<file path="src/rtl/ssd_pkg.sv">
`default_nettype none
// ============================================================================
//  Module      : ssd_pkg
//  Description : Shared seven-segment types and the hex glyph table used by
//                the scan driver and its decoder.
//  Revision    : 1.0 - initial release
// ============================================================================
package ssd_pkg;

    localparam int SEG_W = 7;

    // Segment vector, bit order gfedcba (bit 6 = g)
    typedef logic [SEG_W-1:0] seg_t;

    // All segments off in active-low terms
    localparam seg_t SEG_BLANK = 7'b1111111;

    // Active-low glyphs for 0..F; polarity flipping happens in the driver
    localparam seg_t SEG_TABLE [16] = '{
        7'b1000000,  // 0
        7'b1111001,  // 1
        7'b0100100,  // 2
        7'b0110000,  // 3
        7'b0011001,  // 4
        7'b0010010,  // 5
        7'b0000010,  // 6
        7'b1111000,  // 7
        7'b0000000,  // 8
        7'b0010000,  // 9
        7'b0001000,  // A
        7'b0000011,  // b
        7'b1000110,  // C
        7'b0100001,  // d
        7'b0000110,  // E
        7'b0001110   // F
    };

endpackage
`default_nettype wire

</file>
<file path="src/rtl/ssd_hex_decode.sv">
`default_nettype none
// ============================================================================
//  Module      : ssd_hex_decode
//  Description : Combinational digit value to active-low segment pattern.
//                Narrow (3-bit) values are zero-extended into the table.
//  Revision    : 1.0 - initial release
// ============================================================================
module ssd_hex_decode
    import ssd_pkg::*;
#(
    parameter int VAL_W = 4
) (
    input  logic [VAL_W-1:0] i_value,
    output seg_t             o_seg
);

    logic [3:0] w_index;

    // Table lookup on the zero-extended digit value
    always_comb begin
        w_index = 4'(i_value);
        o_seg   = SEG_TABLE[w_index];
    end

endmodule
`default_nettype wire

</file>
<file path="src/rtl/ssd_scan_driver.sv">
`default_nettype none
// ============================================================================
//  Module      : ssd_scan_driver
//  Description : Time-multiplexed driver for NUM_DIGITS seven-segment digits
//                on a shared segment bus. Values are loaded into a shadow
//                buffer through a ready/valid handshake and promoted to the
//                displayed (active) buffer only at a frame boundary, so a
//                frame never mixes old and new digits.
//                Optional macro SSD_SCAN_DRIVER_BLINK_EN adds a per-digit
//                blink mask and a BLINK_FRAMES blink period.
//  Revision    : 1.0 - initial release
// ============================================================================
module ssd_scan_driver
    import ssd_pkg::*;
#(
    parameter int NUM_DIGITS   = 4,
    parameter int VAL_W        = 4,
    parameter int SCAN_DIV     = 100000,
    parameter bit ACTIVE_LOW   = 1'b1
`ifdef SSD_SCAN_DRIVER_BLINK_EN
    ,
    parameter int BLINK_FRAMES = 64
`endif
) (
    input  logic                        clk,
    input  logic                        rst,
    input  logic                        load_valid,
    output logic                        load_ready,
    input  logic [NUM_DIGITS*VAL_W-1:0] values,
    input  logic [NUM_DIGITS-1:0]       digit_en,
`ifdef SSD_SCAN_DRIVER_BLINK_EN
    input  logic [NUM_DIGITS-1:0]       blink_mask,
`endif
    output seg_t                        seg,
    output logic [NUM_DIGITS-1:0]       an,
    output logic                        frame_done
);

    localparam int c_presc_w = (SCAN_DIV > 1) ? $clog2(SCAN_DIV) : 1;
    localparam int c_idx_w   = (NUM_DIGITS > 1) ? $clog2(NUM_DIGITS) : 1;

    localparam logic [c_presc_w-1:0]  c_presc_max = c_presc_w'(SCAN_DIV - 1);
    localparam logic [c_idx_w-1:0]    c_idx_max   = c_idx_w'(NUM_DIGITS - 1);
    localparam seg_t                  c_seg_off   = ACTIVE_LOW ? SEG_BLANK : ~SEG_BLANK;
    localparam logic [NUM_DIGITS-1:0] c_an_off    = ACTIVE_LOW ? '1 : '0;

    // Scan timing
    logic [c_presc_w-1:0] r_presc;
    logic [c_idx_w-1:0]   r_idx;
    logic                 w_tick;
    logic                 w_frame_done;

    // Double buffer and handshake
    logic [NUM_DIGITS*VAL_W-1:0] r_act_vals;
    logic [NUM_DIGITS*VAL_W-1:0] r_shd_vals;
    logic [NUM_DIGITS-1:0]       r_act_en;
    logic [NUM_DIGITS-1:0]       r_shd_en;
    logic                        r_pending;
    logic                        w_load;
    logic                        w_swap;

    // Output path
    logic [VAL_W-1:0]      w_sel_val;
    seg_t                  w_dec_seg;
    seg_t                  w_seg_low;
    logic                  w_show;
    logic [NUM_DIGITS-1:0] w_onehot;
    seg_t                  r_seg;
    logic [NUM_DIGITS-1:0] r_an;

    assign w_tick       = (r_presc == c_presc_max);
    assign w_frame_done = w_tick && (r_idx == c_idx_max);
    assign w_load       = load_valid && !r_pending;
    assign w_swap       = w_frame_done && r_pending;

    assign load_ready = !r_pending;
    assign frame_done = w_frame_done;
    assign seg        = r_seg;
    assign an         = r_an;

    // Prescaler wraps every SCAN_DIV cycles; digit index steps on each wrap
    always_ff @(posedge clk) begin
        if (rst) begin
            r_presc <= '0;
            r_idx   <= '0;
        end else begin
            if (w_tick) begin
                r_presc <= '0;
                r_idx   <= (r_idx == c_idx_max) ? '0 : r_idx + 1'b1;
            end else begin
                r_presc <= r_presc + 1'b1;
            end
        end
    end

    // Shadow capture on accepted load; promotion to active only at frame end.
    // A load and a swap never coincide: load needs !pending, swap needs pending.
    always_ff @(posedge clk) begin
        if (rst) begin
            r_act_vals <= '0;
            r_shd_vals <= '0;
            r_act_en   <= '0;
            r_shd_en   <= '0;
            r_pending  <= 1'b0;
        end else begin
            if (w_load) begin
                r_shd_vals <= values;
                r_shd_en   <= digit_en;
            end
            if (w_swap) begin
                r_act_vals <= r_shd_vals;
                r_act_en   <= r_shd_en;
            end
            if (w_swap) begin
                r_pending <= 1'b0;
            end else if (w_load) begin
                r_pending <= 1'b1;
            end
        end
    end

`ifdef SSD_SCAN_DRIVER_BLINK_EN
    localparam int c_blink_w = (BLINK_FRAMES > 1) ? $clog2(BLINK_FRAMES) : 1;
    localparam logic [c_blink_w-1:0] c_blink_max = c_blink_w'(BLINK_FRAMES - 1);

    logic [NUM_DIGITS-1:0] r_shd_blink;
    logic [NUM_DIGITS-1:0] r_act_blink;
    logic [c_blink_w-1:0]  r_blink_cnt;
    logic                  r_blink_phase;

    // Blink mask follows the same shadow/active path as the digit values
    always_ff @(posedge clk) begin
        if (rst) begin
            r_shd_blink <= '0;
            r_act_blink <= '0;
        end else begin
            if (w_load) begin
                r_shd_blink <= blink_mask;
            end
            if (w_swap) begin
                r_act_blink <= r_shd_blink;
            end
        end
    end

    // Blink phase flips after every BLINK_FRAMES completed frames
    always_ff @(posedge clk) begin
        if (rst) begin
            r_blink_cnt   <= '0;
            r_blink_phase <= 1'b0;
        end else if (w_frame_done) begin
            if (r_blink_cnt == c_blink_max) begin
                r_blink_cnt   <= '0;
                r_blink_phase <= ~r_blink_phase;
            end else begin
                r_blink_cnt <= r_blink_cnt + 1'b1;
            end
        end
    end

    assign w_show = r_act_en[r_idx] && !(r_blink_phase && r_act_blink[r_idx]);
`else
    assign w_show = r_act_en[r_idx];
`endif

    assign w_sel_val = r_act_vals[r_idx*VAL_W +: VAL_W];

    ssd_hex_decode #(
        .VAL_W   (VAL_W)
    ) u_decode (
        .i_value (w_sel_val),
        .o_seg   (w_dec_seg)
    );

    // Select glyph or blank for the current slot and build the anode one-hot
    always_comb begin
        w_seg_low = SEG_BLANK;
        if (w_show) begin
            w_seg_low = w_dec_seg;
        end
        w_onehot = NUM_DIGITS'(1) << r_idx;
    end

    // Register seg and an together so the anode never leads the segments
    always_ff @(posedge clk) begin
        if (rst) begin
            r_seg <= c_seg_off;
            r_an  <= c_an_off;
        end else begin
            r_seg <= ACTIVE_LOW ? w_seg_low : ~w_seg_low;
            r_an  <= ACTIVE_LOW ? ~w_onehot : w_onehot;
        end
    end

endmodule
`default_nettype wire

</file>
<file path="config.mk">
export PLATFORM = sky130hd
export DESIGN_NAME = ssd_scan_driver
export DESIGN_NICKNAME = d
export VERILOG_FILES = /design/src/rtl/ssd_pkg.sv /design/src/rtl/ssd_hex_decode.sv /design/src/rtl/ssd_scan_driver.sv
export SDC_FILE = /design/constraint.sdc
export NUM_CORES = 1
export LEC_CHECK = 0
export BUFFER_PORTS_ARGS = -buffer_cell sky130_fd_sc_hd__buf_4
export CORE_ASPECT_RATIO = 0.75
export CORE_UTILIZATION = 60
export CTS_BUF_LIST = sky130_fd_sc_hd__clkbuf_4
export DETAILED_ROUTE_END_ITERATION = 7
export PLACE_DENSITY_LB_ADDON = 0.3
export REMOVE_ABC_BUFFERS = 1
export SYNTH_ARGS = -nofsm -noshare
export SYNTH_HDL_FRONTEND = slang
export SYNTH_SLANG_ARGS = --single-unit
</file>
<file path="constraint.sdc">
create_clock -name clk -period 2.9 [get_ports clk]
set_clock_uncertainty 0.2 [all_clocks]
set_input_delay 0.145 -clock clk [delete_from_list [all_inputs] [get_ports clk]]
set_output_delay 0.145 -clock clk [all_outputs]
set_load 0.01 [all_outputs]
</file>
---- Word level (Yosys, flattened, before mapping) ----
Memory sizes are Yosys's and may differ from the RTL's. A register that Yosys moved wholly into a read port is not among the register bits.
Index checks and enable logic that the tools add are counted.
cells by class
  shifts and indexed selects .............. 2
  bitwise logic cells ..................... 3
  order comparisons ....................... 1
  reductions and logical operators ........ 7
  equal/unequal tests ..................... 2
  muxes and demuxes ....................... 3
  add/subtract/negate cells ............... 2
operators by type and width
  cell                     number
  $add A17 B1 Y17 const B  1
  $eq A17 B17 Y1 const B   1
  $shiftx A16 B5 Y4        1
  $reduce_or A2 Y1         3
  $not A4 Y5               1
  $not A4 Y4               1
  $shl A1 B2 Y4 const A    1
  $logic_and A1 B1 Y1      3
  $lt A2 B3 Y1 const B     1
  $add A2 B1 Y2 const B    1
  $bmux W1 S2              1
  $eq A2 B2 Y1 const B     1
  $mux W2                  1
  $logic_not A1 Y1         1
  $mux W1                  1
  $not A1 Y1               1
word-level totals
  input port bits ......................... 23
  memory bits (read-only) ................. 112
  bits in registers ....................... 64
  word-level logic and storage cells ...... 29
  output and inout bits ................... 13
  memories kept ........................... 1
memories
  name              words  bits a word  read ports  clocked after Yosys merged registers in  wr ports  line                  RTL
  (name not given)  16     7            1           1                                        0         ssd_hex_decode.sv:22  o_seg = SEG_TABLE[w_index];

---- Longest topological paths before layout ----
  depth in word-level cells ............... 4
  mapped depth ............................ 8
  depth with buffers taken out ............ 7

---- Hierarchy ----
From an unflattened synthesis, not the netlist that was laid out.
unflattened totals
  cell total of the unflattened synthesis .. 355
  area total of the unflattened synthesis .. 3190.6 um2
by module, submodules not included
  module           times used  sequential area each (um2)  area an instance (um2)  cells an instance
  ssd_scan_driver  1           1421.4                      2927.8                  324
  ssd_hex_decode   1           0.0                         262.8                   31

---- Worst setup path after synthesis ----
Ideal clock, no wire load.
  path kind ............................... register -> register
  from .................................... register r_presc[5]
  to ...................................... register r_act_vals[11]
  data required time ...................... 2568 ps
  period minus slack after synthesis ...... 2272 ps
  library setup time ...................... 132 ps
  cell stages (with the launch flop) ...... 8
  arrival time ............................ 1940 ps
  buffers on the path ..................... 3
  slack ................................... 628 ps
  cell sequence ........................... dfxtp_1 > buf_6 > or4b_4 > or4_1 > buf_2 > clkbuf_1 > o21ai_0 > a21oi_1
between the ends
  longest elaborated chain between the ends .. 3
ends and longest elaborated chain
  what                      line                    RTL
  start: declaration        ssd_scan_driver.sv:48   logic [c_presc_w-1:0] r_presc;
  start signal: assignment  ssd_scan_driver.sv:91   r_presc <= r_presc + 1'b1;
  $eq A17 B17 Y1            ssd_scan_driver.sv:71   assign w_tick = (r_presc == c_presc_max);
  $logic_and A1 B1 Y1       ssd_scan_driver.sv:72   assign w_frame_done = w_tick && (r_idx == c_idx_max);
  $logic_and A1 B1 Y1       ssd_scan_driver.sv:74   assign w_swap = w_frame_done && r_pending;
  end signal: assignment    ssd_scan_driver.sv:111  r_act_vals <= r_shd_vals;
  end: declaration          ssd_scan_driver.sv:54   logic [NUM_DIGITS*VAL_W-1:0] r_act_vals;
Every way passes these cells.
A chain may end at the register's enable or synchronous reset.

---- Worst setup path after layout ----
  from .................................... register r_presc[5]
  to ...................................... register r_presc[14]
between the ends
  longest elaborated chain between the ends .. 2
  elaborated cells between the ends (all ways) .. 3
  classes of those cells .................. 1 x add/sub; 1 x eq/ne; 1 x reduce/logical
ends and longest elaborated chain
  what
  parallel branches: the longest is 2 deep, another holds $add A17 B1 Y17
Several ways; the timed one is not identified.

==> metrics <==
result of the run=complete, but fails checks; failing checks=design-rule violations; top library cells by usage in the layout, fill and taps aside=sky130_fd_sc_hd__dfxtp_1 (71), sky130_fd_sc_hd__nand2_1 (51), sky130_fd_sc_hd__a21oi_1 (49), sky130_fd_sc_hd__dlygate4sd3_1 (39), sky130_fd_sc_hd__buf_4 (39); Post-Synth XOR/XNOR Area=2.90%; TritonRoute pass-1 iters=7; combined area of all synthesized cells=0.00302 mm2; post-cts resize count=0; share of the synthesized area in the top cell type=47.0%; vias per std cell=5.93; post-placement cell count=419; wire length of the first global-routing pass=12600 um; number of stages on the worst hold path=1; CORE AREA=0.00465 mm2; cells after synthesis=350; ranking of synthesized cells by area=sky130_fd_sc_hd__dfxtp_1 (47%), sky130_fd_sc_hd__a21oi_1 (8.1%), sky130_fd_sc_hd__nand2_1 (6.3%), sky130_fd_sc_hd__ha_1 (4.6%), sky130_fd_sc_hd__nand3_1 (4.3%); class of the tightest hold or removal check=reg -> reg; die area=0.00533 mm2; placer's final routability congestion estimate=0.835; Min-Delay Startpoint=r_presc[0]; Cell Count, Final, Fillers Out=474; multiplexer area fraction after synthesis=4.72%; height of the die=63.5 um; CTS tree=done; number of remaining DRC errors=6; critical path type=reg -> reg; total via count after detailed routing=2813; antenna fix cells=0; timing-limited maximum frequency=0.394 GHz; crit path time final=2.54 ns; cell row count=21; YS warnings=0; post-synthesis area per instance=8.64 um2; total power draw=0.00193 W; critical path launch point type=flop; worst reg2reg startpoint=r_presc[5]; count of input and output buffers=35; Adder-Cell Fraction of Synth Area=4.55%; most common cell after layout, fill and taps aside=sky130_fd_sc_hd__dfxtp_1; endpoint class of the critical path=flop; vias in the first global route=2716; number of post-CTS setup repair buffers=0; Max-Cap Viols=0; clock edge transition at the registers on the reported setup and hold paths=0.11 ns; final net count=446; Synth area leader=sky130_fd_sc_hd__dfxtp_1; number of nets with antenna violations after detailed routing=0; final routed wire length divided by cell count=15.8 um; TritonCTS Buffers=9; final hold violation count=0; final worst-path cycle share=87.6%; wire length after detailed routing=7480 um; cell leakage power=1.45 nW; register area share after synthesis=47.0%; All-Layer GR Usage=30.3%; filler cell count=269; Horiz. Die Dim=84.0 um; Hold Crit Endpoint=r_presc[0]; largest voltage drop on the vdd net=358 uV; unrepaired setup endpoints after global routing=false; worst-case reg-to-reg path depth=4; layout cell share with drive strength beyond 1=15.3%; CTS HTree Levels=3; hold_buf cts=39; required time of the worst setup path=3.00 ns; clock tree sinks=71; I/O pin count=36; half-perimeter wire length after detailed placement=4100 um; later-pin clock latency in the skew report=0.40 ns; Area Growth Syn to Fin=27.5%; Reg2Reg Setup Slack=0.36 ns; largest net degree at the start of global routing=52; share of synthesized cell area in and, or, nand and nor gates=21.1%; actual transition at the worst max-transition pin=0.792 ns; total overflow reported by the global router=0; area fraction in compound gates after synthesis=14.8%; total power density per cell area=500 mW/mm2; Worst Path Arrival=2.64 ns; unique cell type count in the Yosys netlist=37; Clock Root Buffer=sky130_fd_sc_hd__clkbuf_4; max_slew headroom=47.1%; primary flip-flop cell chosen by synthesis mapping=sky130_fd_sc_hd__dfxtp_1; starting utilization of the core area=65.0%; initial DRC count=344; Worst R2R End=r_presc[14]; largest family of logic cells by synthesized area=simple AND/OR/NAND/NOR gates; FFs w/ async S/R, synth=0%; Setup-failing EPs final=0; Pins Over Slew Limit=0; Max Buffers Root-to-Sink=2; antenna violations before repair=0; maximum fanout encountered on the critical timing path=15; number of flip-flops and latches in the synthesized netlist=71; number of enable flip-flop cells after synthesis=0
-- final cells by class --
type                    instances  area [um2]  share of cell area (%)
multi-input cells             242        1460                    37.8
flip-flops and latches         71        1420                    36.9
repair buffers                 78         683                    17.7
clock inverters                 6         109                    2.82
clock buffers                  10        75.1                    1.95
well taps                      57        71.3                    1.85
inverters                      10        37.5                   0.973
-- synth_stat cells, drive strengths merged (3+ instances only) --
library cell	count
o21ai	23
and2	3
and3	3
nand2	51
o221ai	4
nand4	7
nor2b	3
nand2b	7
clkbuf	23
or3	3
a21oi	49
or4	3
nor2	14
xor2	9
nand3	26
inv	10
mux2i	3
buf	4
mux4	5
ha	11
dfxtp	71
-- registers in the layout (all words and copies together), names as in the netlist --
name,count
an,4
r_act_en,4
r_act_vals,16
r_idx,2
r_pending,1
r_presc,17
r_shd_en,4
r_shd_vals,16
seg,7
-- cells by family after synthesis --
group | Yosys count
xor gates and xnor gates | 10
muxes | 8
adders and majority gates | 11
AOI/OAI and AO/OA | 83
DFF | 71
buffers and inverters | 37
and+or+nand+nor | 130
-- metrics by stage --
stage	setup TNS, ns	hold slack [ns]	util, %	setup WS [ns]	instance area (um2)
2_1_floorplan	-4.27	0.0141	-	-0.206	2910
3_3_place_gp	0	0.191	70.6	0.478	3280
3_5_place_dp	0	0.199	70.6	0.430	3280
4_1_cts	0	0.267	82.9	0.405	3860
5_1_grt	0	0.285	82.9	0.264	3860
6_report	0	0.258	82.9	0.359	3860
-- routing by layer --
layer	vias to the layer above	share of wire (%)	GRT usage, %
met2	151	47	51.9
met3	25	6.7	7.47
met1	1301	43	36.8
li1	1336	-	-
met5	-	0	0
met4	0	3.2	12.1
-- worst max-delay path, stage by stage, from the launching register on --
cell                       delay [ns]
sky130_fd_sc_hd__dfxtp_1         0.43
sky130_fd_sc_hd__or4b_4          0.57
sky130_fd_sc_hd__or4_1           0.56
sky130_fd_sc_hd__nand2b_1        0.44
sky130_fd_sc_hd__o21ba_2         0.23
-- worst max path at each step --
| stage | from | end | cells past startpoint |
|---|---|---|---|
| detailed placement | r_presc[5] | r_presc[14] | 4 |
| CTS | r_presc[5] | r_presc[14] | 4 |
| global route | r_presc[5] | r_idx[0] | 5 |
| global placement | r_presc[5] | r_presc[14] | 4 |
| floorplan | r_presc[5] | r_act_en[0] | 4 |
| finish | r_presc[5] | r_presc[14] | 4 |
-- power breakdown --
| part | switching, W | total, W | internal [W] |
|---|---|---|---|
| Combinational | 0.0000599 | 0.000133 | 0.0000730 |
| Sequential | 0.0000130 | 0.00101 | 0.000996 |
| Clock | 0.000342 | 0.000787 | 0.000445 |
| Total | 0.000415 | 0.00193 | 0.00151 |
(Power assumes the default switching activity.)
